==> src/rtl/psum_acc.sv <==
// rtl/psum_acc.sv - partial-sum accumulator with length-configured termination (optional output ReLU via PSUM_ACC_RELU_EN)
module psum_acc #(
    parameter int DWIDTH = 16,
    parameter int AWIDTH = 32,
    parameter int LWIDTH = 8
) (
    input  logic              clk,
    input  logic              rstn,
    input  logic              start,
    input  logic [LWIDTH-1:0] cfg_len,
    input  logic [DWIDTH-1:0] psum_in,
    input  logic              psum_valid,
    output logic              psum_ready,
    output logic [AWIDTH-1:0] acc_out,
    output logic              acc_valid,
    input  logic              acc_ready,
    output logic              busy
);

    typedef enum logic [1:0] {IDLE, ACC, DONE} state_t;

    state_t            state;
    state_t            state_next;
    logic [AWIDTH-1:0] acc;
    logic [AWIDTH-1:0] ext;
    logic [AWIDTH-1:0] sum;
    logic [AWIDTH-1:0] result;
    logic [LWIDTH-1:0] cnt;
    logic [LWIDTH-1:0] len;
    logic              beat;
    logic              last;

    assign ext  = AWIDTH'($signed(psum_in));
    assign sum  = acc + ext;
    assign beat = psum_valid && (state == ACC);
    assign last = beat && (cnt == len);

`ifdef PSUM_ACC_RELU_EN
    // Clamp only the published value; the running accumulator keeps the raw sum.
    assign result = sum[AWIDTH-1] ? '0 : sum;
`else
    assign result = sum;
`endif

    assign psum_ready = (state == ACC);
    assign acc_valid  = (state == DONE);
    assign busy       = (state != IDLE);

    always_comb begin
        state_next = state;
        case (state)
            IDLE:    if (start)     state_next = ACC;
            ACC:     if (last)      state_next = DONE;
            DONE:    if (acc_ready) state_next = IDLE;
            default:                state_next = IDLE;
        endcase
    end

    always_ff @(posedge clk or negedge rstn) begin
        if (!rstn) begin
            state   <= IDLE;
            acc     <= '0;
            cnt     <= '0;
            len     <= '0;
            acc_out <= '0;
        end else begin
            state <= state_next;
            if ((state == IDLE) && start) begin
                len <= cfg_len;
                acc <= '0;
                cnt <= '0;
            end
            if (beat) begin
                acc <= sum;
                cnt <= cnt + LWIDTH'(1);
            end
            if (last) begin
                acc_out <= result;
            end
        end
    end

endmodule

==> config.mk <==
export PLATFORM = sky130hd
export DESIGN_NAME = psum_acc
export DESIGN_NICKNAME = d
export VERILOG_FILES = /design/src/rtl/psum_acc.sv
export SDC_FILE = /design/constraint.sdc
export NUM_CORES = 1
export LEC_CHECK = 0
export ABC_AREA = 0
export CAP_MARGIN = 5
export CORE_MARGIN = 5
export CORE_UTILIZATION = 40
export CTS_BUF_LIST = sky130_fd_sc_hd__clkbuf_16
export DETAILED_ROUTE_END_ITERATION = 10
export SLEW_MARGIN = 5
export SYNTH_ARGS = -nofsm -noshare
export SYNTH_HDL_FRONTEND = slang
export SYNTH_SLANG_ARGS = --single-unit
==> constraint.sdc <==
create_clock -name clk -period 2.4 [get_ports clk]
set_clock_uncertainty 0.15 [all_clocks]
set_input_delay 0.48 -clock clk [delete_from_list [all_inputs] [get_ports clk]]
set_output_delay 0.48 -clock clk [all_outputs]
set_load 0.03 [all_outputs]
==> results.toml <==
[timing]
finalWorstSetupSlack_ns = -0.310
rsz0062_at_grt = "yes"
hold_viol = 0
fin_crit_sh = 1.13
tightest_slew_ns = 0.518
fmax_mhz = 369
period_minus_slack_ns = 2.71
maxSlewViolCount = 0
relSlewSlack = 0.654
setup_violations = 33

[yosys]
netlist_area_um2 = 4930
syn_area_per_cell_um2 = 9.64
synth.most_common_cell = "nand2_1"
synth_edf_count = 0
ys_warn_count = 0
synthTopCellsByCount = "nand2_1, dfrtp_1, ha_1"
synth_area_leader_cell = "dfrtp_1"
synth.area.top_cells = "dfrtp_1, ha_1, nand2_1, mux2_2, a22o_1"
synthFlopType = "dfrtp_1"
ys_seq_elements = 82
netlist.area_leader.share = 0.416
ys_seq_area_frac = 0.416
ys_types = 56
synth-async-reset-ratio = 1.00
synth_cells = 511
synth_nets = 573

[final_layout]
diodes = 0
area_delta_synth_final_pct = 56.6
final_layout_size_suffix_gt1_frac = 0.373
seq_area_um2 = 2050
fillCellCount = 996
post-route-util = 0.640
fin_cells = 868
multi_input_area_um2 = 3370
nNetsFinal = 757

[placed_design]
place_ws_ns = -1.01
numPortBuffers = 63
placed_cells = 833
gp_congestion = 0.896
place_hpwl_um = 10100

[run]
cap_violations = 0

[grt]
grt_pass1_wl_um = 24200
first_global_vias = 4836
antenna_found_initial = 0
track_usage = 0.209
grt_overflow = 0
grt_start_max_net_pins = 54

[detailed_routing]
drt_iter0_markers = 296
avgRoutedWirePerCell_um = 16.8
vias_per_cell = 5.24
post-route-drc-count = 0
ant_nets = 0
num_vias = 4551
wirelength_um = 14600
first_pass_iters = 4

[setup_path]
worstPathArrival_ns = 2.80
cp.required_ns = 2.49
worstPathMaxFanout = 5
startpoint_type = "flip-flop"
crit_type = "flip-flop to flip-flop"
end_kind = "flip-flop"

[hold_path]
hp-class = "flip-flop to flip-flop"

[clock_tree]
cts_root_buf = "clkbuf_16"
cts.sink_count = 82
h-tree-depth = 3
clk_latency_ns = 0.36
clockBufferDepth = 2
cts_tree = "yes"
cts_buffers = 9
clkTransAtPathRegs_ns = 0.07

[die]
initial_core_util = 0.409
io_pins = 64
die-area_um2 = 14600
fp.dieW_um = 121
die_h_um = 121
rows = 40
core_region_area_um2 = 12100

[pwr]
irDropWorstVdd_mv = 0.651
power_uw = 10300
power.density_nw_per_um2 = 1340
p_leak_uw = 0.00364

[run_status]
status = "finished, violations left"
violations = "negative setup slack"
[layout by cell type, fill, tap and decap left out, types with 11 or more instances in the layout]
cell type / count
xnor2_1: 15
mux2_2: 19
dfrtp_1: 82
buf_4: 124
a22o_1: 28
a21oi_1: 20
nor2_1: 18
ha_1: 15
a21o_1: 14
buf_6: 11
dlygate4sd2_1: 15
ha_4: 16
clkdlybuf4s50_1: 46
o21ai_0: 20
nand2_1: 80
[timing repair]
| action | 4_1_cts | 5_1_grt |
|---|---|---|
| cloned | 1 | 0 |
| resized for setup | 95 | 25 |
| buffers inserted | 15 | 8 |
| endpoints found under the setup margin | 48 | 47 |
| hold buffers | 1 | 0 |
| pin swaps | 48 | 23 |
| endpoints found under the hold margin | 29 | 0 |
[logic make-up after synthesis]
group           Yosys count  synth area share
compound gates          141             0.195
xor+xnor                 38            0.0703
fa+ha+maj                33            0.0853
buf+inv                  37            0.0300
flops                    82             0.416
mux                      28            0.0640
simple gates            152             0.139
[flip-flops by register name (all words and copies together) (netlist names)]
name	count
state	2
len	8
cnt	8
acc	32
acc_out	32
[worst max-delay path, cell delays in order, from the launching register on]
cell      delay, ns
dfrtp_1        0.41
ha_4           0.24
a21o_1         0.18
a32o_2         0.27
o311a_1        0.32
o211a_1        0.27
nor4b_2        0.25
a211oi_1       0.08
xor2_1         0.16
mux2_4         0.27
[final timing paths]
kind | startpoint | end | slack [ns] | cells after the start
max | acc[6] | acc_out[25] | -0.31 | 9
max reg2reg | acc[6] | acc_out[25] | -0.31 | 9
max in group asynchronous | rstn | acc[6] | 1.02 | 3
min in group asynchronous | rstn | acc_out[20] | 0.45 | 2
min | acc_out[17] | acc_out[17] | 0.31 | 2
min reg2reg | acc_out[17] | acc_out[17] | 0.31 | 2
[through the flow]
step	setup TNS [ns]	cell area (µm²)	hold slack, ns
floorplan	-2.02	5060	0.0344
global placement	-33.35	6720	0.291
detailed placement	-34.49	6720	0.298
CTS	-4.60	7560	0.321
global route	-9.40	7720	0.360
finish	-5.13	7720	0.315
[area by class of cell]
type                            count  area share
Clock buffer                        9      0.0292
Tap cell                          168      0.0272
Clock inverter                      7      0.0110
Multi-Input combinational cell    392       0.436
Timing Repair Buffer              201       0.226
Inverter                            9     0.00438
Sequential cell                    82       0.266
[routing by layer]
layer | GRT usage | wire length [µm] | part of all wire
met5 | 0 | 0 | 0
met4 | 0.0999 | 408 | 0.028
met3 | 0.0345 | 552 | 0.038
met2 | 0.342 | 7090 | 0.49
met1 | 0.268 | 6530 | 0.45
[where the power goes]
| group | leakage (µW) | switching (µW) | internal, µW |
|---|---|---|---|
| Clock | 0.000153 | 654 | 829 |
| Sequential | 0.00105 | 403 | 1890 |
| Combinational | 0.00244 | 3130 | 3440 |
Power figures use the tool's default switching activity.
